$ cat src/rtl/tristate_bus_arbiter_if.sv
// Bus-side signal bundle for the tri-state bus arbiter.
// Signals:
//   req        - per-requester level request, held for the whole use of the bus
//   gnt        - one-hot or zero enables, bit i drives sel of tri-state buffer i
//   owner      - encoded index of the current or most recent owner
//   bus_busy   - high while a tenure or a turnaround is in progress
//   turnaround - high only during the all-drivers-off gap between tenures
// Modports: master (requester side, drives req) and slave (arbiter side).
interface tristate_bus_arbiter_if #(
    parameter int N_REQ = 4
) ();
    localparam int OW = $clog2(N_REQ);

    logic [N_REQ-1:0] req;
    logic [N_REQ-1:0] gnt;
    logic [OW-1:0]    owner;
    logic             bus_busy;
    logic             turnaround;

    modport master (
        output req,
        input  gnt,
        input  owner,
        input  bus_busy,
        input  turnaround
    );

    modport slave (
        input  req,
        output gnt,
        output owner,
        output bus_busy,
        output turnaround
    );
endinterface

$ cat src/rtl/tristate_bus_arbiter.sv
// Round-robin arbiter producing the buffer enables for a shared tri-state bus.
// At most one buffer is ever enabled, every change of owner passes through at
// least TURN_CYCLES all-off cycles, and an owner is revoked after MAX_HOLD
// cycles only if somebody else is waiting.
// Ports:
//   clk   - system clock, rising edge
//   rst_n - asynchronous active-low reset; clears all enables immediately
//   bus   - slave side of tristate_bus_arbiter_if (req in; gnt, owner,
//           bus_busy, turnaround out, all registered)
module tristate_bus_arbiter #(
    parameter int N_REQ       = 4,
    parameter int MAX_HOLD    = 8,
    parameter int TURN_CYCLES = 1
) (
    input  logic                  clk,
    input  logic                  rst_n,
    tristate_bus_arbiter_if.slave bus
);
    localparam int OW = $clog2(N_REQ);
    localparam int HW = $clog2(MAX_HOLD + 1);
    localparam int TW = $clog2(TURN_CYCLES + 1);

    localparam logic [HW-1:0] HOLD_MAX  = HW'(MAX_HOLD);
    localparam logic [HW-1:0] HOLD_ONE  = HW'(32'd1);
    localparam logic [TW-1:0] TURN_INIT = TW'(TURN_CYCLES - 1);
    localparam logic [TW-1:0] TURN_ONE  = TW'(32'd1);
    localparam logic [OW-1:0] LAST_IDX  = OW'(N_REQ - 1);
    localparam logic [OW-1:0] IDX_ONE   = OW'(32'd1);

    typedef enum logic [1:0] {
        ST_IDLE  = 2'd0,
        ST_GRANT = 2'd1,
        ST_TURN  = 2'd2
    } state_t;

    state_t           state_r,    state_s;
    logic [N_REQ-1:0] gnt_r,      gnt_s;
    logic [OW-1:0]    owner_r,    owner_s;
    logic             busy_r,     busy_s;
    logic             turn_r,     turn_s;
    logic [OW-1:0]    ptr_r,      ptr_s;
    logic [HW-1:0]    hold_cnt_r, hold_cnt_s;
    logic [TW-1:0]    turn_cnt_r, turn_cnt_s;

    logic [OW-1:0]    scan_pos_s;
    logic [OW-1:0]    win_idx_s;
    logic             win_found_s;
    logic             owner_req_s;
    logic             others_req_s;
    logic             hold_full_s;
    logic             revoke_s;

    function automatic logic [N_REQ-1:0] to_onehot(input logic [OW-1:0] idx);
        to_onehot = {{(N_REQ-1){1'b0}}, 1'b1} << idx;
    endfunction

    // Cyclic priority scan of req starting at the round-robin pointer.
    always_comb begin
        scan_pos_s  = ptr_r;
        win_idx_s   = ptr_r;
        win_found_s = 1'b0;
        for (int k = 0; k < N_REQ; k++) begin
            scan_pos_s = OW'((int'(ptr_r) + k) % N_REQ);
            if (!win_found_s && bus.req[scan_pos_s]) begin
                win_idx_s   = scan_pos_s;
                win_found_s = 1'b1;
            end else begin
                win_idx_s   = win_idx_s;
                win_found_s = win_found_s;
            end
        end
    end

    // Tenure-end conditions: owner dropped its request, or its hold budget
    // is spent while someone else is waiting.
    always_comb begin
        owner_req_s  = bus.req[owner_r];
        others_req_s = |(bus.req & ~to_onehot(owner_r));
        hold_full_s  = (hold_cnt_r >= HOLD_MAX);
        revoke_s     = !owner_req_s || (hold_full_s && others_req_s);
    end

    // Next-state and next-output logic for the IDLE/GRANT/TURN sequencer.
    always_comb begin
        state_s    = state_r;
        gnt_s      = gnt_r;
        owner_s    = owner_r;
        busy_s     = busy_r;
        turn_s     = turn_r;
        ptr_s      = ptr_r;
        hold_cnt_s = hold_cnt_r;
        turn_cnt_s = turn_cnt_r;
        case (state_r)
            ST_IDLE: begin
                if (win_found_s) begin
                    state_s    = ST_GRANT;
                    gnt_s      = to_onehot(win_idx_s);
                    owner_s    = win_idx_s;
                    busy_s     = 1'b1;
                    turn_s     = 1'b0;
                    hold_cnt_s = HOLD_ONE;
                end else begin
                    gnt_s  = '0;
                    busy_s = 1'b0;
                    turn_s = 1'b0;
                end
            end
            ST_GRANT: begin
                if (revoke_s) begin
                    state_s    = ST_TURN;
                    gnt_s      = '0;
                    busy_s     = 1'b1;
                    turn_s     = 1'b1;
                    turn_cnt_s = TURN_INIT;
                    hold_cnt_s = '0;
                    ptr_s      = (owner_r == LAST_IDX) ? '0 : owner_r + IDX_ONE;
                end else if (!hold_full_s) begin
                    hold_cnt_s = hold_cnt_r + HOLD_ONE;
                end else begin
                    // Uncontested owner past its budget: counter saturates.
                    hold_cnt_s = hold_cnt_r;
                end
            end
            ST_TURN: begin
                gnt_s  = '0;
                busy_s = 1'b1;
                if (turn_cnt_r != '0) begin
                    turn_cnt_s = turn_cnt_r - TURN_ONE;
                    turn_s     = 1'b1;
                end else if (win_found_s) begin
                    state_s    = ST_GRANT;
                    gnt_s      = to_onehot(win_idx_s);
                    owner_s    = win_idx_s;
                    turn_s     = 1'b0;
                    hold_cnt_s = HOLD_ONE;
                end else begin
                    state_s = ST_IDLE;
                    busy_s  = 1'b0;
                    turn_s  = 1'b0;
                end
            end
            default: begin
                state_s    = ST_IDLE;
                gnt_s      = '0;
                busy_s     = 1'b0;
                turn_s     = 1'b0;
                hold_cnt_s = '0;
                turn_cnt_s = '0;
            end
        endcase
    end

    // State and output registers; reset drops every buffer enable at once.
    always_ff @(posedge clk or negedge rst_n) begin
        if (!rst_n) begin
            state_r    <= ST_IDLE;
            gnt_r      <= '0;
            owner_r    <= '0;
            busy_r     <= 1'b0;
            turn_r     <= 1'b0;
            ptr_r      <= '0;
            hold_cnt_r <= '0;
            turn_cnt_r <= '0;
        end else begin
            state_r    <= state_s;
            gnt_r      <= gnt_s;
            owner_r    <= owner_s;
            busy_r     <= busy_s;
            turn_r     <= turn_s;
            ptr_r      <= ptr_s;
            hold_cnt_r <= hold_cnt_s;
            turn_cnt_r <= turn_cnt_s;
        end
    end

    assign bus.gnt        = gnt_r;
    assign bus.owner      = owner_r;
    assign bus.bus_busy   = busy_r;
    assign bus.turnaround = turn_r;
endmodule
$ cat src/flat_wrapper.sv
// flat-port wrapper written by rule: the top's interface ports become plain ports
module tristate_bus_arbiter_flat 
#(
    parameter int N_REQ       = 4,
    parameter int MAX_HOLD    = 8,
    parameter int TURN_CYCLES = 1
)
  (clk, rst_n, bus_req, bus_gnt, bus_owner, bus_bus_busy, bus_turnaround);
  tristate_bus_arbiter_if #(.N_REQ(N_REQ)) bus_i ();
  input  logic clk;
  input  logic rst_n;
  input wire logic [$bits(bus_i.req)-1:0] bus_req;
  output wire logic [$bits(bus_i.gnt)-1:0] bus_gnt;
  output wire logic [$bits(bus_i.owner)-1:0] bus_owner;
  output wire logic [$bits(bus_i.bus_busy)-1:0] bus_bus_busy;
  output wire logic [$bits(bus_i.turnaround)-1:0] bus_turnaround;
  assign bus_i.req = bus_req;
  assign bus_gnt = bus_i.gnt;
  assign bus_owner = bus_i.owner;
  assign bus_bus_busy = bus_i.bus_busy;
  assign bus_turnaround = bus_i.turnaround;
  tristate_bus_arbiter #(.N_REQ(N_REQ), .MAX_HOLD(MAX_HOLD), .TURN_CYCLES(TURN_CYCLES)) u_core (.clk(clk), .rst_n(rst_n), .bus(bus_i));
endmodule
$ cat config.mk
export PLATFORM = sky130hd
export DESIGN_NAME = tristate_bus_arbiter_flat
export DESIGN_NICKNAME = d
export VERILOG_FILES = /design/src/rtl/tristate_bus_arbiter_if.sv /design/src/rtl/tristate_bus_arbiter.sv /design/src/flat_wrapper.sv
export SDC_FILE = /design/constraint.sdc
export NUM_CORES = 1
export LEC_CHECK = 0
export ABC_AREA = 1
export CORE_MARGIN = 4
export CORE_UTILIZATION = 56
export DETAILED_ROUTE_END_ITERATION = 16
export PLACE_DENSITY = 0.79
export SYNTH_ARGS = -nofsm -noshare
export SYNTH_HDL_FRONTEND = slang
export SYNTH_SLANG_ARGS = --single-unit
$ cat constraint.sdc
create_clock -name clk -period 2 [get_ports clk]
set_clock_uncertainty 0.05 [all_clocks]
set_input_delay 0.6 -clock clk [delete_from_list [all_inputs] [get_ports clk]]
set_output_delay 0.6 -clock clk [all_outputs]
set_load 0.01 [all_outputs]
==> results.sh, run 1 <==
export IMPL_maxSlewHeadroom_pct=73.25
export IMPL_ys_async_sr_fraction_pct=100.0
export IMPL_status="finished clean"
export IMPL_met1_usage_pct=27.93
export IMPL_synth_xor_area_share_pct=0.6816
export IMPL_setup_viol=0
export IMPL_p_leak_uw=0.0008323
export IMPL_cpPeakStageDelay_ns=0.56
export IMPL_worstSetupStartpointType="flip-flop"
export IMPL_grt_most_used_layer="met2"
export IMPL_crit_buf_inv=1
export IMPL_grt_use_total_pct=19.85
export IMPL_worstHoldPathType="reg2reg"
export IMPL_die_x_um=55.90
export IMPL_ys_warn_count=0
export IMPL_place_ws_ns=-0.2676
export IMPL_antenna_found_initial=0
export IMPL_first_global_vias=1129
export IMPL_ir_drop_mv=1.159
export IMPL_fin_hold_ws_ns=0.4520
export IMPL_synth_edf_count=0
export IMPL_yosys_most_used_dff="dfrtp_1"
export IMPL_fin_nets=215
export IMPL_min_period_over_period_pct=97.46
export IMPL_crit_family="buffers and inverters"
export IMPL_cts_buffer_depth=2
export IMPL_syn_area_mm2=0.001285
export IMPL_overflow=0
export IMPL_drive_gt1_share_pct=21.78
export IMPL_hold_buffers=0
export IMPL_fp_row_count=17
export IMPL_yosys_area_share_simple_pct=47.32
export IMPL_synthesis_nets=195
export IMPL_netlist_area_leader_share_pct=31.16
export IMPL_die_y_um=55.90
export IMPL_crit_chain="clkdlybuf4s50_1"
export IMPL_syn_avg_cell_area_um2=7.022
export IMPL_synth_common_cells="nand2_1, dfrtp_1, inv_1"
export IMPL_use_met3_pct=3.712
export IMPL_wl_per_cell_um=12.10
export IMPL_cts_clk_slew_worst_paths_ns=0.09
export IMPL_cts_made_buffers=3
export IMPL_layout_filler_cells=190
export IMPL_gp_congestion=0.9660
export IMPL_regArea_um2=404.1
export IMPL_hold_viol=0
export IMPL_min_period_ns=1.949
export IMPL_synth_compound_area_share_pct=6.913
export IMPL_synth_fa_ha_area_share_pct=5.842
export IMPL_worst_path_max_fanout=7
export IMPL_dr_total_vias=1221
export IMPL_power_density_mw_per_mm2=1654
export IMPL_tightest_slew_ns=0.3998
export IMPL_synth_top_area_cell="dfrtp_1"
export IMPL_final_core_util_pct=68.82
export IMPL_initial_utilization_pct=58.65
export IMPL_drtPass1Iterations=4
export IMPL_viasPerCell=5.309
export IMPL_ant_nets=0
export IMPL_synth_mux_area_share_pct=0
export IMPL_worstSkewPairLatency_ns=0.30
export IMPL_core_area_mm2=0.002191
export IMPL_htree_levels=1
export IMPL_synth_seq_cells=16
export IMPL_diodes=0
export IMPL_maxCapViolations=0
export IMPL_io_buffer_count=13
export IMPL_end_kind="output port"
export IMPL_cp_slowest_cell="clkdlybuf4s50_1"
export IMPL_maxSlewViolCount=0
export IMPL_multi_input_area_um2=780.7
export IMPL_area_growth_pct=17.33
export IMPL_path_class="reg2out"
export IMPL_grt_first_pass_wirelength_um=5057
export IMPL_yosysSeqAreaShare_pct=31.16
export IMPL_clock_sinks=16
export IMPL_worst_slack_ns=0.05072
export IMPL_hpwl_um=2193
export IMPL_synthMostInstantiatedCell="nand2_1"
export IMPL_crit_required_ns=1.35
export IMPL_grt_use_met2_pct=30.74
export IMPL_cp_arrival_ns=1.30
export IMPL_synth_top_family_by_area="simple AND/OR/NAND/NOR gates"
export IMPL_grt_max_degree=17
export IMPL_fmax_mhz=513.0
export IMPL_cts_tree="yes"
export IMPL_synth_area_leaders="dfrtp_1, nand2_1, nand2_2"
export IMPL_rsz0062_at_grt="false"
export IMPL_ioPinCount=14
export IMPL_synth_cell_type_count=23
export IMPL_die_area_mm2=0.003125
export IMPL_first_iter_violations=35
export IMPL_drcViolationCount=0
export IMPL_postSynthCellCount=183
export IMPL_finalWirelength_um=2784
export IMPL_cts_root_buf="clkbuf_4"
==> final timing paths <==
kind | from | endpoint | slack [ns] | depth (start not counted)
max | u_core.bus.owner[0] | bus_owner[0] | 0.05 | 1
min | u_core.bus.gnt[1] | u_core.bus.gnt[1] | 0.45 | 2
max reg2reg | u_core.ptr_r[0] | u_core.bus.gnt[2] | 0.20 | 11
min reg2reg | u_core.bus.gnt[1] | u_core.bus.gnt[1] | 0.45 | 2
max in group asynchronous | rst_n | u_core.bus.owner[1] | 1.13 | 2
min in group asynchronous | rst_n | u_core.hold_cnt_r[1] | 0.56 | 2
==> report_power, final <==
group	switching, uW	internal, uW	total [uW]
Sequential	126	455	582
Clock	108	111	219
Combinational	1090	599	1690
Total	1330	1170	2490
==> stage by stage <==
step / TNS, ns / total power (uW) / cell area (um^2) / cells
final: 0 / 2493 / 1508 / 230
after global routing: 0 / 2751 / 1508 / 230
after CTS: 0 / 2497 / 1495 / 230
after detailed placement: -3.247 / 2266 / 1458 / 226
after global placement: -2.940 / 2218 / 1458 / 226
after floorplan: 0 / 1850 / 1285 / 183
==> worst min-delay path, delay by kind of cell, from the launching register on <==
family,cells,cell delay (ns)
flip-flops,1,0.36
AND/OR/NAND/NOR,2,0.11
==> layout make-up <==
class                      count  area share [%]
inverter                      19           4.896
timing repair buffer          18           11.78
tap                           28           2.324
sequential                    16           26.80
clock buffer                   4           2.407
multi-input combinational    145           51.78
==> placed cells by master, fill, tap and decap left out, drive strengths merged <==
master,instances
nand2,89
o21ai,9
o22ai,2
ha,6
nand4,6
dfrtp,16
nand3,19
xor2,1
nor2,9
clkbuf,4
a21oi,4
buf,5
dlymetal6s2s,4
inv,19
clkdlybuf4s50,9
==> layer usage <==
layer	vias up	part of all wire (%)
met5	-	0
met4	0	1.7
met3	6	4.7
met2	32	46
met1	563	48
li1	620	-
==> cell families after synthesis <==
kind of cell / Yosys count
buf+inv: 22
fa+ha+maj: 6
xor+xnor: 1
compound gates: 15
simple gates: 123
flops: 16
==> state kept, by name (all words and copies together) (netlist names) <==
| register | count |
|---|---|
| u_core.hold_cnt_r | 4 |
| u_core.bus.turnaround | 1 |
| u_core.bus.owner | 2 |
| u_core.bus.gnt | 4 |
| u_core.state_r | 2 |
| u_core.bus.bus_busy | 1 |
| u_core.ptr_r | 2 |
==> repair_timing <==
item                       in CTS  in global routing
resized for setup               1                  8
setup buffers                   0                  0
gates cloned                    0                  0
setup endpoints to repair       1                  9
pin swaps                       0                  1
(Power assumes the default switching activity.)
==> run 2, diff against run 1 <==
SETUP_SLACK_MARGIN = 0.15   (was not set)
==> run 2 against run 1 <==
Non-clock buffer count increased by 8. Global-route usage increased by 0.68 points. Core utilization increased by 2.8 points. Worst setup slack improved by 0.18 ns. Clock power about the same. First-iteration DRC count increased by 29%. Routed wire length increased by 11%. Register-to-register slack improved by 0.05 ns. Die area unchanged. Critical path type is now in2reg. Sequential power decreased by 5.2%. Sequential cell count unchanged. Fmax increased by 10%.
==> results.sh, run 2 (synthesis gave the netlist of run 1 again) <==
export IMPL_status="finished clean"
export IMPL_ant_nets=0
export IMPL_crit_top_cell="nand2_1"
export IMPL_drcViolationCount=0
export IMPL_p_leak_uw=0.0009018
export IMPL_cts_buffer_depth=2
export IMPL_fin_nets=223
export IMPL_io_buffer_count=13
export IMPL_cts_made_buffers=3
export IMPL_grt_most_used_layer="met2"
export IMPL_end_kind="flip-flop"
export IMPL_met1_usage_pct=28.80
export IMPL_cts_root_buf="clkbuf_4"
export IMPL_diodes=0
export IMPL_finalWirelength_um=3095
export IMPL_dr_total_vias=1305
export IMPL_die_area_mm2=0.003125
export IMPL_initial_utilization_pct=58.65
export IMPL_antenna_found_initial=0
export IMPL_worstSetupStartpointType="primary input"
export IMPL_hold_buffers=0
export IMPL_drtPass1Iterations=4
export IMPL_gp_congestion=0.9660
export IMPL_die_y_um=55.90
export IMPL_min_period_over_period_pct=88.25
export IMPL_grt_first_pass_wirelength_um=5209
export IMPL_worst_path_max_fanout=7
export IMPL_grt_use_total_pct=20.53
export IMPL_maxSlewHeadroom_pct=72.44
export IMPL_grt_use_met2_pct=31.42
export IMPL_worstSkewPairLatency_ns=0.30
export IMPL_rsz0062_at_grt="true"
export IMPL_setup_viol=0
export IMPL_crit_family="simple AND/OR/NAND/NOR gates"
export IMPL_grt_max_degree=17
export IMPL_path_class="in2reg"
export IMPL_first_iter_violations=45
export IMPL_crit_buf_inv=2
export IMPL_min_period_ns=1.765
export IMPL_p_total_uw=2634
export IMPL_first_global_vias=1147
export IMPL_holdCritStartpoint="u_core.bus.gnt[1]"
export IMPL_viasPerCell=5.483
export IMPL_tightest_slew_ns=0.4119
export IMPL_drive_gt1_share_pct=26.67
export IMPL_fin_hold_ws_ns=0.4441
export IMPL_netSwitchingPower_uw=1405
export IMPL_overflow=0
export IMPL_area_growth_pct=22.10
export IMPL_startpoint="bus_req[1]"
export IMPL_cp_arrival_ns=1.91
export IMPL_regToRegSetupSlack_ns=0.25
export IMPL_pwr_share_comb_pct=70.6
export IMPL_wl_per_cell_um=13.00
export IMPL_ioPinCount=14
export IMPL_maxSlewViolCount=0
export IMPL_clock_sinks=16
export IMPL_final_common_cell="nand2_1"
export IMPL_cp_slowest_cell="dlygate4sd2_1"
export IMPL_clockPowerShare_pct=8.4
export IMPL_cpPeakStageDelay_ns=0.26
export IMPL_internal_power_uw=1229
export IMPL_core_area_mm2=0.002191
export IMPL_cts_tree="yes"
export IMPL_final_cell_mix="nand2_1, nand3_1, nand2_2, dfrtp_1"
export IMPL_crit_chain="dlygate4sd2_1 > inv_2 > nand2_1 > nand3_2 > nand2_2 > nor2_4 > nand2_2 > o21ai_4 > nor2_2 > nand2_1 > nand2_1"
export IMPL_power_density_mw_per_mm2=1679
export IMPL_r2r_start="u_core.ptr_r[0]"
export IMPL_use_met3_pct=4.176
export IMPL_seq_power_share_pct=21.0
export IMPL_crit_required_ns=2.14
export IMPL_swShare_pct=53.34
export IMPL_hold_viol=0
export IMPL_hpwl_um=2193
export IMPL_htree_levels=1
export IMPL_fmax_mhz=566.6
export IMPL_maxCapViolations=0
export IMPL_cts_clk_slew_worst_paths_ns=0.09
export IMPL_worstHoldPathType="reg2reg"
export IMPL_fp_row_count=17
export IMPL_die_x_um=55.90
export IMPL_fin_setup_tns_ns=0
export IMPL_ir_drop_mv=1.105
run 2: cell types whose count changed in the layout (fill, tap and decap cells not counted), moves of 2 or more:
| cell | change |
|---|---|
| dlygate4sd2_1 | +8 |
| inv_1 | -3 |
| clkdlybuf4s50_1 | -8 |
| inv_2 | +2 |
| buf_4 | +6 |
run 2: timing repair:
item,CTS,global route
resized for setup,13,10
pin swaps,2,1
buffers inserted,4,4
endpoints found under the setup margin,17,15
run 2: power by group through the flow:
| stage | sequential [uW] | clock [uW] | combinational (uW) |
|---|---|---|---|
| 3_5_place_dp | 579 | 0 | 1690 |
| 2_1_floorplan | 562 | 0 | 1290 |
| 4_1_cts | 552 | 224 | 1750 |
| 6_report | 552 | 222 | 1860 |
| 3_3_place_gp | 576 | 0 | 1640 |
| 5_1_grt | 572 | 243 | 2060 |
run 2: through the flow:
stage | instance area, um^2 | utilization (%) | setup WS [ns] | cells
after CTS | 1516 | 69.22 | 0.1277 | 234
after floorplan | 1285 | - | 0.3359 | 183
after detailed placement | 1458 | 66.53 | -0.2676 | 226
after global routing | 1569 | 71.62 | 0.1256 | 238
final | 1569 | 71.62 | 0.2350 | 238
after global placement | 1458 | 66.53 | -0.2628 | 226
run 2: layout make-up:
class | count | area [um^2]
clock buffers | 4 | 36.28
fillers | 183 | 621.8
flip-flops and latches | 16 | 402.9
inverters | 19 | 76.32
well taps | 28 | 35.03
repair buffers | 26 | 229.0
multi-input cells | 145 | 789.5
run 2: routing by layer:
layer | share of wire [%] | vias to the layer above
li1 | - | 636
met3 | 6.0 | 15
met1 | 46 | 606
met2 | 45 | 48
met4 | 2.9 | 0
met5 | 0 | -
run 2: path summary, 6_finish.rpt:
check                                       end  cells past startpoint
hold / removal                u_core.bus.gnt[1]                      2
max in group asynchronous       u_core.ptr_r[1]                      2
min in group asynchronous  u_core.hold_cnt_r[1]                      2
setup / recovery              u_core.bus.gnt[0]                     11
hold reg to reg               u_core.bus.gnt[1]                      2
setup reg to reg              u_core.bus.gnt[0]                     11
run 2: worst reg2reg max path, cell delays in order (launching register included):
cell and delay (ns):
dfrtp_1 0.43, buf_6 0.16, nand2_1 0.08, nand2_2 0.11
nand2_2 0.10, nand2_4 0.08, nor2_4 0.11, nand2_2 0.09
o21ai_4 0.24, nor2_2 0.09, nand2_1 0.07, nand2_1 0.05
